[config.mk]
export PLATFORM = sky130hd
export DESIGN_NAME = serial_adder8b
export DESIGN_NICKNAME = d
export VERILOG_FILES = /design/src/rtl/serial_adder8b.sv
export SDC_FILE = /design/constraint.sdc
export NUM_CORES = 1
export LEC_CHECK = 0
export CORE_UTILIZATION = 53
export DETAILED_ROUTE_END_ITERATION = 6
export PLACE_DENSITY_LB_ADDON = 0.05
export SYNTH_ARGS = -nofsm -noshare
export SYNTH_HDL_FRONTEND = slang
export SYNTH_SLANG_ARGS = --single-unit
[constraint.sdc]
create_clock -name clk -period 4.6 [get_ports clk]
set_clock_uncertainty 0.2 [all_clocks]
set_input_delay 0.46 -clock clk [delete_from_list [all_inputs] [get_ports clk]]
set_output_delay 0.46 -clock clk [all_outputs]
set_load 0.005 [all_outputs]
[src/rtl/serial_adder8b.sv]
// serial_adder8b
//   Bit-serial 8-bit adder: S = A + B + Cin computed one bit per clock using a
//   single full-adder cell and a carry flip-flop. Trades latency (8 cycles)
//   for area. With B pre-inverted and Cin = 1 it computes A - B, where
//   Cout = 1 means no borrow.
//
// Ports
//   clk    in   rising-edge clock
//   reset  in   synchronous, active-high; aborts any operation in flight
//   start  in   request, honoured only in IDLE or DONE
//   A, B   in   8-bit operands, captured when start is accepted
//   Cin    in   carry-in, captured when start is accepted
//   busy   out  high while bits are being processed
//   done   out  one-cycle pulse when S/Cout/V hold a fresh result
//   S      out  8-bit sum (modulo 256), held until the next completion
//   Cout   out  carry out of bit 7
//   V      out  signed overflow (carry into bit 7 XOR carry out of bit 7)
module serial_adder8b (
  input  logic       clk,
  input  logic       reset,
  input  logic       start,
  input  logic [7:0] A,
  input  logic [7:0] B,
  input  logic       Cin,
  output logic       busy,
  output logic       done,
  output logic [7:0] S,
  output logic       Cout,
  output logic       V
);

  typedef enum logic [1:0] {
    IDLE = 2'd0,
    RUN  = 2'd1,
    DONE = 2'd2
  } state_t;

  state_t state, state_nxt;

  logic [7:0] a_sr;
  logic [7:0] b_sr;
  logic [7:0] res_sr;
  logic       carry;
  logic [2:0] cnt;

  logic [1:0] fa_out;
  logic       sum_bit;
  logic       carry_out;
  logic       accept;
  logic       last_bit;

  // Single full-adder cell: returns {carry, sum}.
  function automatic logic [1:0] full_add(input logic x, input logic y, input logic ci);
    full_add = {(x & y) | (x & ci) | (y & ci), x ^ y ^ ci};
  endfunction

  assign fa_out    = full_add(a_sr[0], b_sr[0], carry);
  assign sum_bit   = fa_out[0];
  assign carry_out = fa_out[1];

  // A new request is only taken when no operation is in flight; DONE also
  // accepts so back-to-back operations cost no idle cycle.
  assign accept   = start && ((state == IDLE) || (state == DONE));
  assign last_bit = (state == RUN) && (cnt == 3'd7);

  assign busy = (state == RUN);
  assign done = (state == DONE);

  always_ff @(posedge clk) begin
    if (reset) begin
      state <= IDLE;
    end else begin
      state <= state_nxt;
    end
  end

  always_comb begin
    state_nxt = state;
    case (state)
      IDLE:    if (start) state_nxt = RUN;
      RUN:     if (cnt == 3'd7) state_nxt = DONE;
      DONE:    state_nxt = start ? RUN : IDLE;
      default: state_nxt = IDLE;
    endcase
  end

  always_ff @(posedge clk) begin
    if (reset) begin
      a_sr   <= 8'h00;
      b_sr   <= 8'h00;
      res_sr <= 8'h00;
      carry  <= 1'b0;
      cnt    <= 3'd0;
      S      <= 8'h00;
      Cout   <= 1'b0;
      V      <= 1'b0;
    end else if (accept) begin
      a_sr  <= A;
      b_sr  <= B;
      carry <= Cin;
      cnt   <= 3'd0;
    end else if (state == RUN) begin
      a_sr   <= a_sr >> 1;
      b_sr   <= b_sr >> 1;
      carry  <= carry_out;
      res_sr <= {sum_bit, res_sr[7:1]};
      cnt    <= cnt + 3'd1;
      // Publish the whole word at once so partial sums never reach S.
      if (last_bit) begin
        S    <= {sum_bit, res_sr[7:1]};
        Cout <= carry_out;
        V    <= carry ^ carry_out;
      end
    end
  end

endmodule

==> results of run 1 <==
-- synth_stat cells (all sizes together) --
master | count | area share
a311oi | 7 | 0.044
a21oi | 19 | 0.061
fa | 1 | 0.013
o22ai | 5 | 0.020
xnor2 | 2 | 0.011
nor2 | 10 | 0.024
clkbuf | 2 | 0.0048
nand3 | 3 | 0.0097
clkinv | 1 | 0.0056
nand3b | 1 | 0.0048
mux2i | 4 | 0.026
o21a | 1 | 0.0048
buf | 11 | 0.050
dfxtp | 39 | 0.50
and2b | 1 | 0.0048
nor3 | 15 | 0.048
and3b | 1 | 0.0056
nor2b | 1 | 0.0040
a211oi | 1 | 0.0048
a22oi | 3 | 0.015
ha | 2 | 0.016
nand2 | 46 | 0.11
nand2b | 2 | 0.0081
-- layer usage --
layer / track usage / part of all wire / vias up
met1: 0.243 / 0.44 / 590
li1: - / - / 665
met3: 0.0744 / 0.065 / 9
met4: 0.101 / 0.019 / 0
met2: 0.364 / 0.48 / 47
met5: 0 / 0 / -
-- registers in the layout (all words and copies together), names as in the netlist --
| signal | count |
|---|---|
| carry | 1 |
| state | 2 |
| b_sr | 8 |
| res_sr | 7 |
| a_sr | 8 |
| Cout | 1 |
| V | 1 |
| S | 8 |
| cnt | 3 |
-- power by group through the flow --
stage / logic (uW) / clock network [uW] / registers [uW]
global placement: 75.0 / 0 / 370
finish: 77.7 / 170 / 363
floorplan: 56.3 / 0 / 368
CTS: 77.0 / 171 / 363
global route: 85.4 / 186 / 365
detailed placement: 76.8 / 0 / 371
-- stage by stage --
step           cells  hold slack (ps)  power, uW  cell area [um^2]  worst slack [ps]
2_1_floorplan    178              232        424              1550              3120
3_3_place_gp     229              242        445              1830              2470
3_5_place_dp     229              247        448              1830              2390
4_1_cts          237              263        612              1880              2070
5_1_grt          237              282        637              1880              1950
6_report         237              258        611              1880              2060
-- cell families after synthesis --
kind of cell | Yosys count | share of synthesized area
compound gates | 36 | 0.149
simple gates | 80 | 0.221
fa+ha+maj | 3 | 0.0290
mux | 4 | 0.0258
buf+inv | 14 | 0.0605
xor+xnor | 2 | 0.0113
flops | 39 | 0.503
-- worst paths after layout --
check	to	cells past startpoint	slack [ps]
hold reg to reg	S[3]$_SDFFE_PP0P_	2	260
setup reg to reg	a_sr[5]$_SDFFE_PP0P_	3	2710
hold / removal	S[3]$_SDFFE_PP0P_	2	260
setup / recovery	busy	4	2060
-- cell type report --
type                    count  area (um^2)  area share
clock buffers               7         45.0      0.0240
flip-flops and latches     39          781       0.415
clock inverters             1         5.00     0.00266
inverters                   1         8.76     0.00466
multi-input cells         125          677       0.360
well taps                  31         38.8      0.0206
repair buffers             33          325       0.173
-- worst min-delay path, cell delays in order, from the launching register on --
cell and delay, ps:
sky130_fd_sc_hd__dfxtp_1 320, sky130_fd_sc_hd__nand2_1 50, sky130_fd_sc_hd__a21oi_1 50
==> metrics.log, run 1 <==
[metrics] status: finished clean
[metrics] Final period util: 0.552
[metrics] vias in the first global route: 1,228
[metrics] startpoint types: flip-flop
[metrics] P per Cell Area: 325 mW/mm^2
[metrics] worst max-slew margin expressed relative to the limit: 0.411
[metrics] TritonCTS clock tree: yes
[metrics] post-synthesis sequential area ratio: 0.503
[metrics] number of buffers between clock root and the deepest sink: 2
[metrics] required arrival time at the worst endpoint: 3940 ps
[metrics] slowest stage cell, crit path: sky130_fd_sc_hd__clkdlybuf4s50_1
[metrics] net total in the final layout: 228
[metrics] clock latency reported for the late side of the worst-skew pair: 350 ps
[metrics] count of clock tree sinks: 39
[metrics] most common library cell in the layout ignoring fill and taps: sky130_fd_sc_hd__nand2_1
[metrics] placeable core region: 0.00276 mm^2
[metrics] number of primary I/O pins: 32
[metrics] part of the power in the clock network: 0.278
[metrics] max-capacitance violation count: 0
[metrics] antenna cells: 0
[metrics] final weighted congestion in routability-driven placement: 0.733
[metrics] worst slew pin tran: 884 ps
[metrics] all-layer global routing usage: 0.215
[metrics] timing-limited maximum frequency: 394 MHz
[metrics] chip width: 56.1 um
[metrics] GR Overflow Total: 0
[metrics] count of mapped cells out of synthesis: 178
[metrics] number of antenna violations at the first check in global routing: 0
[metrics] endpoints failing hold: 0
[metrics] number of distinct library cells after synthesis: 27
[metrics] Leakage: 0.000666 uW
[metrics] share of layout cells above drive strength 1: 0.0485
[metrics] kind of critical path: flip-flop to primary output
[metrics] CP arrival: 1880 ps
[metrics] count of yosys warnings during synthesis: 0
[metrics] switching power of the nets: 161 uW
[metrics] DRC: 0
[metrics] input/output buffers: 31
[metrics] Gate power share: 0.127
[metrics] leading cell types in the layout, fill and taps excluded: sky130_fd_sc_hd__nand2_1, sky130_fd_sc_hd__dfxtp_1, sky130_fd_sc_hd__clkdlybuf4s50_1, sky130_fd_sc_hd__a21oi_1, sky130_fd_sc_hd__nor3_1
[metrics] post-detailed-route via-to-cell ratio: 5.53
[metrics] DIE AREA: 0.00315 mm^2
[metrics] fill cell total of the finished layout: 232
[metrics] total of flip-flops plus latches after synthesis: 39
[metrics] Die Ht: 56.1 um
[metrics] number of slew-limit violations in the final report: 0
[metrics] Rows: 19
[metrics] Starting Density: 0.563
[metrics] detailed-route wire length: 3030 um
[metrics] fraction of the core area covered by cells at the end of the flow: 0.682
[metrics] peak ir drop on the vdd network: 233 uV
[metrics] first-pass GRT wire length: 5200 um
[metrics] sequential fraction of design power: 0.595
[metrics] total via count in the routed design: 1,311
[metrics] buffers and inverters on the worst path: 3
[metrics] Synth Cell Area: 0.00155 mm^2
[metrics] clock transition at the register clock pins on the worst setup and hold paths after CTS: 120 ps
[metrics] Crit path max-delay family: buffers and inverters
[metrics] Int Power: 450 uW
[metrics] DRC violation total after the first TritonRoute iteration: 43
[metrics] Total Neg Setup Slack: 0 ps
[metrics] origin of the worst min-delay path: S[3]$_SDFFE_PP0P_
[metrics] Detailed Routing Iterations Pass 1: 4
[metrics] largest stage delay on the critical path: 500 ps
[metrics] maximum level of the CTS H-tree: 2
[metrics] post-CTS setup buffer count: 0
[metrics] area delta synth->final: 21.2%
[metrics] mean area per synthesized cell: 8.72 um^2
[metrics] endpoint class of the critical path: primary output
[metrics] switching share of total power: 0.264
[metrics] Final setup viols: 0
[metrics] clock buffer count from CTS: 5
[metrics] maximum fanout along the worst path: 26
[metrics] start of the worst register-to-register path: state[0]$_SDFFE_PP0P_
[metrics] cts repair resizes: 0
[metrics] Post-DRT Antenna Nets: 0
[metrics] post-route minimum period: 2540 ps
[metrics] Hold Buf Count CTS: 0
[metrics] CP cell instances: nand2b_1, buf_4, clkinv_4, clkdlybuf4s50_1
[metrics] sum of net half-perimeters after detailed placement: 1980 um
[metrics] clock root buffer: sky130_fd_sc_hd__clkbuf_4
[metrics] number of nets in the synthesized netlist: 201
[metrics] largest net degree at the start of global routing: 40
[metrics] beginning of the critical path: state[1]$_SDFFE_PP0P_
[metrics] mean routed wirelength per cell: 12.8 um
[metrics] RSZ-0062 raised after global routing: false
[metrics] min-delay worst type: flip-flop to flip-flop
(Power assumes the default switching activity.)
==> run 2, diff against run 1 <==
CORE_UTILIZATION = 49   (was 53)
clock period = 2.6 ns   (was 4.6 ns; I/O delays follow)
==> metrics.log, run 2 (synthesized netlist as in run 1, its figures left out) <==
[metrics] number of primary I/O pins: 32
[metrics] worst slew pin tran: 815 ps
[metrics] worst-case register-to-register setup slack: 800 ps
[metrics] input/output buffers: 31
[metrics] worst setup slack before clock tree synthesis: 639 ps
[metrics] mean routed wirelength per cell: 12.2 um
[metrics] Post-DRT Antenna Nets: 0
[metrics] DIE AREA: 0.00340 mm^2
[metrics] total via count in the routed design: 1,309
[metrics] number of antenna violations at the first check in global routing: 0
[metrics] # placed instances: 242
[metrics] clock root buffer: sky130_fd_sc_hd__clkbuf_4
[metrics] placeable core region: 0.00303 mm^2
[metrics] post-route minimum period: 2070 ps
[metrics] maximum level of the CTS H-tree: 2
[metrics] TritonCTS clock tree: yes
[metrics] slowest stage cell, crit path: sky130_fd_sc_hd__clkdlybuf4s50_1
[metrics] Total Neg Setup Slack: 0 ps
[metrics] Final setup viols: 0
[metrics] first-pass GRT wire length: 5000 um
[metrics] RSZ-0062 raised after global routing: false
[metrics] Leakage: 0.000661 uW
[metrics] PnR Total Power: 1050 uW
[metrics] peak ir drop on the vdd network: 401 uV
[metrics] min-delay worst type: flip-flop to flip-flop
[metrics] worst max-slew margin expressed relative to the limit: 0.457
[metrics] Die Ht: 58.3 um
[metrics] final std cells w/o fill: 248
[metrics] DRC violation total after the first TritonRoute iteration: 35
[metrics] sum of net half-perimeters after detailed placement: 1980 um
[metrics] total area of sequential cells: 781 um^2
[metrics] Final period util: 0.797
[metrics] largest net degree at the start of global routing: 40
[metrics] buffers and inverters on the worst path: 2
[metrics] clock latency reported for the late side of the worst-skew pair: 330 ps
[metrics] number of slew-limit violations in the final report: 0
[metrics] all-layer global routing usage: 0.198
[metrics] Rows: 20
[metrics] timing-limited maximum frequency: 482 MHz
[metrics] Starting Density: 0.512
[metrics] kind of critical path: flip-flop to primary output
[metrics] area delta synth->final: 21.7%
[metrics] clock transition at the register clock pins on the worst setup and hold paths after CTS: 100 ps
[metrics] post-detailed-route via-to-cell ratio: 5.28
[metrics] count of clock tree sinks: 39
[metrics] largest stage delay on the critical path: 530 ps
[metrics] cts repair resizes: 0
[metrics] most common library cell in the layout ignoring fill and taps: sky130_fd_sc_hd__nand2_1
[metrics] Crit path max-delay family: buffers and inverters
[metrics] vias in the first global route: 1,176
[metrics] share of layout cells above drive strength 1: 0.0441
[metrics] GR Overflow Total: 0
[metrics] endpoint class of the critical path: primary output
[metrics] chip width: 58.3 um
[metrics] required arrival time at the worst endpoint: 2140 ps
[metrics] status: finished clean
[metrics] Top Registers: S (8), a_sr (8), b_sr (8)
[metrics] maximum fanout along the worst path: 26
[metrics] leading cell types in the layout, fill and taps excluded: sky130_fd_sc_hd__nand2_1, sky130_fd_sc_hd__dfxtp_1, sky130_fd_sc_hd__clkdlybuf4s50_1, sky130_fd_sc_hd__a21oi_1, sky130_fd_sc_hd__nor3_1
[metrics] detailed-route wire length: 3020 um
[metrics] max-capacitance violation count: 0
[metrics] number of buffers between clock root and the deepest sink: 2
[metrics] crit path setup slack, layout: 527 ps
[metrics] CP arrival: 1610 ps
[metrics] Detailed Routing Iterations Pass 1: 4
[metrics] post-CTS setup buffer count: 0
[metrics] fill cell total of the finished layout: 292
[metrics] startpoint types: flip-flop
[metrics] area of the multi-input gates: 677 um^2
[metrics] DRC: 0
[metrics] Worst Hold Slack: 256 ps
[metrics] CP cell instances: nand2b_1, clkinv_4, clkdlybuf4s50_1
[metrics] clock buffer count from CTS: 5
[metrics] net total in the final layout: 228
[metrics] antenna cells: 0
[metrics] endpoints failing hold: 0
[metrics] Hold Buf Count CTS: 0
[metrics] P per Cell Area: 555 mW/mm^2
[metrics] final weighted congestion in routability-driven placement: 0.713
[run 2: per-layer routing]
layer | part of all wire | vias up | wire [um] | global-route usage
li1 | - | 664 | - | -
met1 | 0.42 | 610 | 1270 | 0.214
met2 | 0.52 | 29 | 1580 | 0.358
met3 | 0.041 | 6 | 123 | 0.0670
met4 | 0.015 | 0 | 46 | 0.0714
met5 | 0 | - | 0 | 0
[run 2: metrics by stage]
stage	util	area, um^2
after floorplan	-	1550
after global placement	0.610	1850
after detailed placement	0.610	1850
after CTS	0.624	1890
after global routing	0.624	1890
final	0.624	1890
[run 2: layout make-up]
type | instances | share of cell area
clock buffer | 6 | 0.0219
timing repair buffer | 33 | 0.172
inverter | 1 | 0.00464
sequential | 39 | 0.414
multi-input combinational | 125 | 0.359
tap | 44 | 0.0292
[run 2: worst min-delay path: stages, from the launching register on]
cell and delay (ps):
sky130_fd_sc_hd__dfxtp_1 320, sky130_fd_sc_hd__nand2_1 50, sky130_fd_sc_hd__a21oi_1 50
[run 2: final timing paths]
check / cells past startpoint / to / from
worst max-delay path: 3 / busy / state[0]$_SDFFE_PP0P_
worst min-delay path: 2 / S[3]$_SDFFE_PP0P_ / S[3]$_SDFFE_PP0P_
worst max register to register: 3 / a_sr[3]$_SDFFE_PP0P_ / state[0]$_SDFFE_PP0P_
worst min register to register: 2 / S[3]$_SDFFE_PP0P_ / S[3]$_SDFFE_PP0P_
[run 2: power breakdown]
part	switching (uW)	internal, uW
Sequential	17.1	625
Clock	172	96.3
Combinational	71.6	65.8
Total	261	787
==> run 3, diff against run 2 <==
clock period = 2.1 ns   (was 2.6 ns; I/O delays follow)
==> metrics.log, run 3 (synthesized netlist as in run 1, its figures left out) <==
[metrics] clock root buffer: sky130_fd_sc_hd__clkbuf_4
[metrics] status: finished clean
[metrics] largest net degree at the start of global routing: 40
[metrics] number of stages on the worst hold path: 3
[metrics] vias in the first global route: 1,189
[metrics] number of antenna violations at the first check in global routing: 0
[metrics] fill cell total of the finished layout: 266
[metrics] maximum level of the CTS H-tree: 2
[metrics] M1 GR Usage: 0.219
[metrics] min-delay worst type: input pin to flip-flop
[metrics] DRC: 0
[metrics] buffers and inverters on the worst path: 2
[metrics] global-route layer with the greatest usage: met2
[metrics] slowest stage cell, crit path: sky130_fd_sc_hd__clkdlybuf4s50_1
[metrics] first-pass GRT wire length: 5050 um
[metrics] worst slew pin tran: 479 ps
[metrics] Worst path depth: 3
[metrics] endpoint class of the critical path: primary output
[metrics] peak ir drop on the vdd network: 414 uV
[metrics] final std cells w/o fill: 252
[metrics] clock latency reported for the late side of the worst-skew pair: 340 ps
[metrics] chip width: 58.3 um
[metrics] Final period util: 0.938
[metrics] antenna cells: 0
[metrics] Final setup viols: 0
[metrics] startpoint types: flip-flop
[metrics] sum of net half-perimeters after detailed placement: 1970 um
[metrics] count of clock tree sinks: 39
[metrics] detailed-route wire length: 3060 um
[metrics] area after detailed placement: 0.00185 mm^2
[metrics] Worst Hold Slack: 252 ps
[metrics] largest stage delay on the critical path: 510 ps
[metrics] leading cell types in the layout, fill and taps excluded: sky130_fd_sc_hd__nand2_1, sky130_fd_sc_hd__dfxtp_1, sky130_fd_sc_hd__clkdlybuf4s50_1, sky130_fd_sc_hd__a21oi_1, sky130_fd_sc_hd__nor3_1
[metrics] cell area after layout: 0.00195 mm^2
[metrics] GR Overflow Total: 0
[metrics] Top Registers: S (8), a_sr (8), b_sr (8)
[metrics] CP arrival: 1560 ps
[metrics] clock buffer count from CTS: 5
[metrics] required arrival time at the worst endpoint: 1690 ps
[metrics] P per Cell Area: 765 mW/mm^2
[metrics] Die Ht: 58.3 um
[metrics] number of primary I/O pins: 32
[metrics] # placed instances: 243
[metrics] Post-DRT Antenna Nets: 0
[metrics] all-layer global routing usage: 0.197
[metrics] clock transition at the register clock pins on the worst setup and hold paths after CTS: 110 ps
[metrics] number of slew-limit violations in the final report: 0
[metrics] mean routed wirelength per cell: 12.1 um
[metrics] placeable core region: 0.00303 mm^2
[metrics] Hold Buf Count CTS: 0
[metrics] most common library cell in the layout ignoring fill and taps: sky130_fd_sc_hd__nand2_1
[metrics] Register-to-Register Path Depth: 5
[metrics] RSZ-0062 raised after global routing: false
[metrics] post-CTS setup buffer count: 0
[metrics] input/output buffers: 31
[metrics] DIE AREA: 0.00340 mm^2
[metrics] final weighted congestion in routability-driven placement: 0.688
[metrics] Rows: 20
[metrics] met2 GRT Util: 0.345
[metrics] Leakage: 0.000695 uW
[metrics] number of buffers between clock root and the deepest sink: 2
[metrics] CP cell instances: nand2b_2, clkinv_4, clkdlybuf4s50_1
[metrics] net total in the final layout: 230
[metrics] DRC violation total after the first TritonRoute iteration: 34
[metrics] TritonCTS clock tree: yes
[metrics] share of layout cells above drive strength 1: 0.0721
[metrics] post-detailed-route via-to-cell ratio: 5.27
[metrics] Starting Density: 0.512
[metrics] worst max-slew margin expressed relative to the limit: 0.681
[metrics] max-capacitance violation count: 0
[metrics] timing-limited maximum frequency: 508 MHz
[metrics] Total Neg Setup Slack: 0 ps
[metrics] total via count in the routed design: 1,329
[metrics] area delta synth->final: 25.6%
[metrics] global routing usage on met3: 0.0424
[metrics] Detailed Routing Iterations Pass 1: 6
[metrics] endpoints failing hold: 0
[metrics] maximum fanout along the worst path: 13
[metrics] kind of critical path: flip-flop to primary output
[metrics] fraction of the core area covered by cells at the end of the flow: 0.643
[metrics] Crit path max-delay family: buffers and inverters
[metrics] post-route minimum period: 1970 ps
## run 3: cell count changes in the layout (fill, tap and decap cells not counted)
cell,delta
sky130_fd_sc_hd__nand2b_1,-1
sky130_fd_sc_hd__clkbuf_8,+1
sky130_fd_sc_hd__clkbuf_1,-1
sky130_fd_sc_hd__buf_4,+1
sky130_fd_sc_hd__bufinv_16,+1
sky130_fd_sc_hd__nand2b_2,+1
sky130_fd_sc_hd__clkinv_2,+2
## run 3: path summary, 6_finish.rpt
check	start	endpoint	slack, ps
worst max-delay path	state[1]$_SDFFE_PP0P_	busy	130
worst min-delay path	A[4]	a_sr[4]$_SDFFE_PP0P_	250
worst max register to register	cnt[0]$_SDFFE_PP0N_	V$_SDFFE_PP0P_	440
worst min register to register	S[2]$_SDFFE_PP0P_	S[2]$_SDFFE_PP0P_	260
## run 3: stage by stage
step                      setup slack, ps  total power, uW
after detailed placement              343              983
after global routing                 46.1             1560
after floorplan                       625              930
after global placement                374              979
after CTS                            35.4             1510
final                                 131             1490
## run 3: final cells by class
cell class	count	area, um^2	share of cell area
Clock buffer	6	51.3	0.0263
Clock inverter	2	35.0	0.0180
Inverter	1	8.76	0.00450
Multi-Input combinational cell	125	679	0.349
Sequential cell	39	781	0.401
Tap cell	44	55.1	0.0283
Timing Repair Buffer	34	333	0.171
Timing Repair inverter	1	5.00	0.00257
## run 3: tightest hold or removal path: cells and delay by family
| kind | cells | cell delay (ps) |
|---|---|---|
| buf+inv | 1 | 400 |
| simple gates | 1 | 100 |
| compound gates | 1 | 50 |
## run 3: metal layers
layer  wire length, um  share of wire  vias up
li1                  -              -      668
met1              1310           0.43      616
met2              1530           0.50       35
met3               134          0.044       10
met4                87          0.028        0
met5                 0              0        -
## run 3: power by group
part	internal, uW	switching [uW]	total [uW]
registers	774	21.3	795
logic	83.8	91.1	175
clock network	281	238	520
total	1140	351	1490
## run 3: timing repair
item | CTS | global route
resized for setup | 0 | 1
endpoints found under the setup margin | 0 | 1
hold endpoints to repair | 0 | 0
